## src/rtl/vga_pkg.sv

```systemverilog
// Shared VGA timing constants plus the rectangle controller command/state types.
package vga_pkg;

   localparam int HOR_PIXELS = 800;
   localparam int VER_PIXELS = 600;
   localparam int COORD_W    = 11;

   typedef enum logic [1:0] {
      NOP     = 2'd0,
      SET_POS = 2'd1,
      START   = 2'd2,
      STOP    = 2'd3
   } rect_cmd_e;

   typedef enum logic {
      IDLE = 1'b0,
      MOVE = 1'b1
   } rect_state_e;

endpackage

```

## src/rtl/frame_tick.sv

```systemverilog
// One-cycle frame tick on the rising edge of vblnk; shared by frame-synchronous blocks.
module frame_tick (
   input  logic clk,
   input  logic rst,
   input  logic vblnk,
   output logic tick
);

   logic r_vblnk_d;

   always_ff @(posedge clk) begin
      if (rst) r_vblnk_d <= 1'b0;
      else     r_vblnk_d <= vblnk;
   end

   assign tick = vblnk & ~r_vblnk_d;

endmodule

```

## src/rtl/rect_ctl.sv

```systemverilog
// Frame-synchronous rectangle position controller: buffers one command, applies it at vblank start.
// Build option RECT_CTL_WRAP_EN: axes wrap around the screen instead of bouncing off the edges.
module rect_ctl
   import vga_pkg::*;
#(
   parameter int RECT_W    = 350,
   parameter int RECT_H    = 200,
   parameter int STEP      = 2,
   parameter int FRAME_DIV = 1
) (
   input  logic               clk,
   input  logic               rst,
   input  logic               vblnk,
   input  logic               cmd_valid,
   output logic               cmd_ready,
   input  logic [1:0]         cmd_op,
   input  logic [COORD_W-1:0] cmd_x,
   input  logic [COORD_W-1:0] cmd_y,
   output logic [COORD_W-1:0] xpos,
   output logic [COORD_W-1:0] ypos,
   output logic               moving
);

   localparam int X_MAX = HOR_PIXELS - RECT_W;
   localparam int Y_MAX = VER_PIXELS - RECT_H;
   localparam int CNT_W = (FRAME_DIV > 1) ? $clog2(FRAME_DIV) : 1;

   localparam logic [COORD_W-1:0] X_MAX_C  = COORD_W'(X_MAX);
   localparam logic [COORD_W-1:0] Y_MAX_C  = COORD_W'(Y_MAX);
   localparam logic [11:0]        X_MAX_12 = 12'(X_MAX);
   localparam logic [11:0]        Y_MAX_12 = 12'(Y_MAX);
   localparam logic [11:0]        STEP_12  = 12'(STEP);
   localparam logic [CNT_W-1:0]   CNT_LAST = CNT_W'(FRAME_DIV - 1);

   // Returns {new_dir, new_pos} for one animation step on one axis.
   function automatic logic [12:0] step_axis(input logic [11:0] pos,
                                             input logic [11:0] lim,
                                             input logic        dir);
      logic [11:0] sum;
      sum = pos + STEP_12;
`ifdef RECT_CTL_WRAP_EN
      if (dir) step_axis = (sum > lim)     ? {dir, sum - lim - 12'd1}            : {dir, sum};
      else     step_axis = (pos < STEP_12) ? {dir, lim + 12'd1 - (STEP_12 - pos)} : {dir, pos - STEP_12};
`else
      if (dir) step_axis = (sum >= lim)     ? {1'b0, lim}   : {1'b1, sum};
      else     step_axis = (pos <= STEP_12) ? {1'b1, 12'd0} : {1'b0, pos - STEP_12};
`endif
   endfunction

   logic               w_tick;
   rect_state_e        r_state, w_state_next;
   logic [COORD_W-1:0] r_x, w_x_next, r_y, w_y_next;
   logic               r_dx, w_dx_next, r_dy, w_dy_next;
   logic [CNT_W-1:0]   r_cnt, w_cnt_next;
   logic               r_pend_valid;
   rect_cmd_e          r_pend_op;
   logic [COORD_W-1:0] r_pend_x, r_pend_y;
   logic [12:0]        w_xs, w_ys;
   logic               w_applied_set;

   frame_tick u_frame_tick (
      .clk   (clk),
      .rst   (rst),
      .vblnk (vblnk),
      .tick  (w_tick)
   );

   assign w_xs = step_axis({1'b0, r_x}, X_MAX_12, r_dx);
   assign w_ys = step_axis({1'b0, r_y}, Y_MAX_12, r_dy);
   assign w_applied_set = r_pend_valid && (r_pend_op == SET_POS);

   always_comb begin
      w_state_next = r_state;
      w_x_next     = r_x;
      w_y_next     = r_y;
      w_dx_next    = r_dx;
      w_dy_next    = r_dy;
      w_cnt_next   = r_cnt;
      if (w_tick) begin
         if (r_pend_valid) begin
            case (r_pend_op)
               SET_POS: begin
                  w_x_next = (r_pend_x > X_MAX_C) ? X_MAX_C : r_pend_x;
                  w_y_next = (r_pend_y > Y_MAX_C) ? Y_MAX_C : r_pend_y;
               end
               START:   w_state_next = MOVE;
               STOP:    w_state_next = IDLE;
               default: ;
            endcase
         end
         // Stepping follows the post-command state, so START steps at once and STOP freezes at once.
         if (w_state_next == MOVE && !w_applied_set) begin
            if (r_cnt == CNT_LAST) begin
               w_cnt_next = '0;
               w_x_next   = w_xs[COORD_W-1:0];
               w_dx_next  = w_xs[12];
               w_y_next   = w_ys[COORD_W-1:0];
               w_dy_next  = w_ys[12];
            end else begin
               w_cnt_next = r_cnt + 1'b1;
            end
         end
      end
   end

   always_ff @(posedge clk) begin
      if (rst) begin
         r_state <= IDLE;
         r_x     <= COORD_W'(X_MAX / 2);
         r_y     <= COORD_W'(Y_MAX / 2);
         r_dx    <= 1'b1;
         r_dy    <= 1'b1;
         r_cnt   <= '0;
      end else begin
         r_state <= w_state_next;
         r_x     <= w_x_next;
         r_y     <= w_y_next;
         r_dx    <= w_dx_next;
         r_dy    <= w_dy_next;
         r_cnt   <= w_cnt_next;
      end
   end

   // A command accepted in the tick cycle lands after the clear, so it waits for the next tick.
   always_ff @(posedge clk) begin
      if (rst) begin
         r_pend_valid <= 1'b0;
         r_pend_op    <= NOP;
         r_pend_x     <= '0;
         r_pend_y     <= '0;
      end else begin
         if (w_tick) r_pend_valid <= 1'b0;
         if (cmd_valid && cmd_ready) begin
            r_pend_valid <= 1'b1;
            r_pend_op    <= rect_cmd_e'(cmd_op);
            r_pend_x     <= cmd_x;
            r_pend_y     <= cmd_y;
         end
      end
   end

   assign cmd_ready = ~r_pend_valid;
   assign xpos      = r_x;
   assign ypos      = r_y;
   assign moving    = (r_state == MOVE);

endmodule
```

## config.mk

```make
export PLATFORM = sky130hd
export DESIGN_NAME = rect_ctl
export DESIGN_NICKNAME = d
export VERILOG_FILES = /design/src/rtl/vga_pkg.sv /design/src/rtl/frame_tick.sv /design/src/rtl/rect_ctl.sv
export SDC_FILE = /design/constraint.sdc
export NUM_CORES = 1
export LEC_CHECK = 0
export BUFFER_PORTS_ARGS = -buffer_cell sky130_fd_sc_hd__buf_2
export CAP_MARGIN = 25
export CORE_MARGIN = 1
export CORE_UTILIZATION = 34
export DETAILED_ROUTE_END_ITERATION = 7
export GPL_TIMING_DRIVEN = 1
export SLEW_MARGIN = 0
export SYNTH_ARGS = -nofsm -noshare
export SYNTH_HDL_FRONTEND = slang
export SYNTH_HIERARCHICAL = 1
export SYNTH_SLANG_ARGS = --single-unit
export TNS_END_PERCENT = 20
```

## constraint.sdc

```tcl
create_clock -name clk -period 3.2 [get_ports clk]
set_input_delay 0.48 -clock clk [delete_from_list [all_inputs] [get_ports clk]]
set_output_delay 0.48 -clock clk [all_outputs]
set_load 0.1 [all_outputs]
```

==> qor.yml <==
run_status:
  status: "finished clean"
synthesis:
  yosys-top-cells-count: "77 x nand2_1, 51 x dfxtp_1, 48 x a21oi_1, 33 x nor2_1, 24 x clkbuf_1"
  synth_area_um2: 3230
  synth_seq_cells: 51
  synth-seq-area-share_pct: 31.6
  synth_most_common_cell: "nand2_1"
  synthCells: 430
  synth_area_leaders: "dfxtp_1 32%, nand2_1 9.0%, a21oi_1 7.4%, nor2_1 3.8%, xnor2_1 3.8%"
  synth_ff_type: "dfxtp_1"
  async_flop_share_pct: 0
  syn_nets: 464
  yosys_warnings: 6
  syn_area_per_cell_um2: 7.51
  synth_top_area_cell: "dfxtp_1"
  synth_edf_count: 0
  synthDistinctLibCells: 67
  synth_top_area_share_pct: 31.6
clock_tree:
  clkSinkCount: 51
  cts_tree: "done"
  cts_setup_buffers: 0
  ctsHoldBuffers: 0
  clkLatencyLatePin_ns: 0.31
  post_cts_resize_count: 0
  clk_pin_slew_ns: 0.10
  cts_buffers: 5
  clockBufferDepth: 2
  cts.htree.levels: 2
  cts_root_buffer: "clkbuf_8"
place:
  io_buffers: 51
  dp_hpwl_um: 6300
  place_ws_ns: 0.690
  dpl.cell_count: 585
  gp_congestion: 0.947
finish:
  fin_cells: 593
  multi_input_area_um2: 2030
  n_fill_cell: 1015
  final_util_pct: 39.5
  syn2layout_area_growth_pct: 13.1
  nNetsFinal: 497
  num_antenna_cells: 0
  drive_gt1_share_pct: 18.8
  seqCellArea_um2: 1020
critical_path:
  reg2reg_from: "xpos[6]"
  path_buf_inv: 0
  worst_setup_path_end_kind: "flip-flop"
  critPathKind: "flip-flop to flip-flop"
  crit_family: "compound AO/OA/AOI/OAI gates"
  cp-start-kind: "flip-flop"
  regToRegEndpoint: "xpos[3]"
  reg2reg_slack_ns: 0.66
  reg2regPathDepth: 6
  crit_path_cell_trace: "or4_4, a2111oi_4, nor3_2, a22o_1, a311o_1, nor4b_4"
  cp.required_ns: 3.39
  max_stage_delay_ns: 0.61
  crit_path_top_delay_cell: "or4_4"
  crit_fanout: 14
  cp.arrival_ns: 2.73
job:
  drv_cap: 0
timing:
  timing.slew.headroom_pct: 48.6
  skew_ns: 0.00710
  rsz0062_at_grt: "no"
  layout_min_cycle_time_ns: 2.54
  fmax_ghz: 0.393
  slew_viol_final: 0
  hold_violations: 0
  setup_tns_ns: 0
  fin_ws_ns: 0.658
  worst_pin_slew_ns: 0.769
  setup_viol: 0
  fin_crit_sh_pct: 79.4
die:
  initial_core_util_pct: 34.9
  die_area_um2: 9890
  rows: 35
  fp.dieW_um: 99.4
  core_area_um2: 9240
  die_y_um: 99.4
  ios: 52
drt:
  final_antenna_net_count: 0
  vias_per_cell: 5.47
  routedWlPerCell_um: 14.6
  first_pass_iters: 5
  via_count: 3244
  routed_wl_um: 8680
  drt_iter0_drc: 188
  drc_errors: 0
worst_hold_path:
  hold_start: "cmd_x[1]"
  hold_class: "input port to flip-flop"
  holdPathStages: 3
  whs_endpoint: "r_pend_x[1]"
global_routing:
  antenna_found_initial: 0
  grt.overflow.total: 0
  grt_pass1_vias: 2927
  track_usage_pct: 17.8
  grt_pass1_wl_um: 14500
  grt_max_degree: 33
power_and_ir_drop:
  ir_worst_vdd_uv: 196
  p_leak_nw: 1.37
  p_per_area_nw_per_um2: 350
  p_total_mw: 1.28
-- state kept, by name (all words and copies together), names as in the netlist --
signal                  count
r_pend_x                   11
ypos                       11
r_dx                        1
xpos                       11
u_frame_tick/r_vblnk_d      1
r_pend_valid                1
moving                      1
r_pend_op                   2
r_pend_y                   11
r_dy                        1
-- how the worst max path moves through the flow --
stage | startpoint | end | slack (ns) | cells past startpoint
6_report | xpos[6] | xpos[3] | 0.66 | 6
5_1_grt | ypos[1] | ypos[1] | 0.47 | 8
4_1_cts | xpos[6] | xpos[3] | 0.67 | 6
3_5_place_dp | xpos[6] | xpos[3] | 0.69 | 6
3_3_place_gp | xpos[6] | xpos[3] | 0.76 | 6
2_1_floorplan | ypos[1] | ypos[1] | 0.08 | 8
-- placed cells by master (no fill, tap or decap), types with 4 or more instances in the layout --
cell / instances
nand2_1: 77
buf_2: 51
dfxtp_1: 51
a21oi_1: 48
nor2_1: 33
o21ai_0: 16
xnor2_1: 14
nor3_1: 12
nand3_1: 11
inv_1: 10
nor4_1: 9
or2_2: 7
buf_4: 7
nand4_1: 6
o31ai_1: 6
a221oi_1: 6
ha_1: 6
and3_1: 5
clkbuf_8: 5
a21o_1: 4
or3_1: 4
xor2_1: 4
-- worst register-to-register path: cells and delay by family (launching register included) --
family / cells / cell delay, ns
AND/OR/NAND/NOR: 3 / 0.92
flip-flops: 1 / 0.46
AO/OA/AOI/OAI: 3 / 1.05
-- stage by stage --
step	hold WS (ns)	cell area (um2)
finish	0.402	3650
global route	0.393	3650
CTS	0.392	3650
detailed placement	0.460	3560
global placement	0.459	3560
floorplan	0.444	3230
-- cells by family (layout without fill, tap and decap cells) --
logic type	after synthesis	in the layout	share of synthesized area [%]
flip-flops	51	51	31.6
multiplexers	1	1	0.310
AO/OA/AOI/OAI	121	121	25.5
AND/OR/NAND/NOR	191	191	30.0
XOR/XNOR	18	18	4.88
buffers and inverters	42	76	5.35
adder cells (fa/ha/maj)	6	6	2.33
-- layout make-up --
class                      count  share of cell area, %
inverter                      10                   1.03
multi-input combinational    337                   55.7
timing repair buffer          58                   8.43
sequential                    51                   28.0
clock inverter                 2                  0.446
tap                          129                   4.42
clock buffer                   6                   1.99
-- metal layers --
metal | wire length, um | track usage (%) | vias up
met1 | 4370 | 25.6 | 1544
met4 | 63 | 4.19 | 0
met3 | 347 | 2.53 | 8
met5 | 0 | 0 | -
li1 | - | - | 1614
met2 | 3890 | 28.0 | 78
-- report_power, final --
| part | switching (mW) | internal (mW) | leakage (nW) |
|---|---|---|---|
| logic | 0.131 | 0.0632 | 0.917 |
| clock network | 0.232 | 0.158 | 0.0418 |
| registers | 0.0337 | 0.660 | 0.416 |
Note: power is estimated with default switching activity, not from simulation.
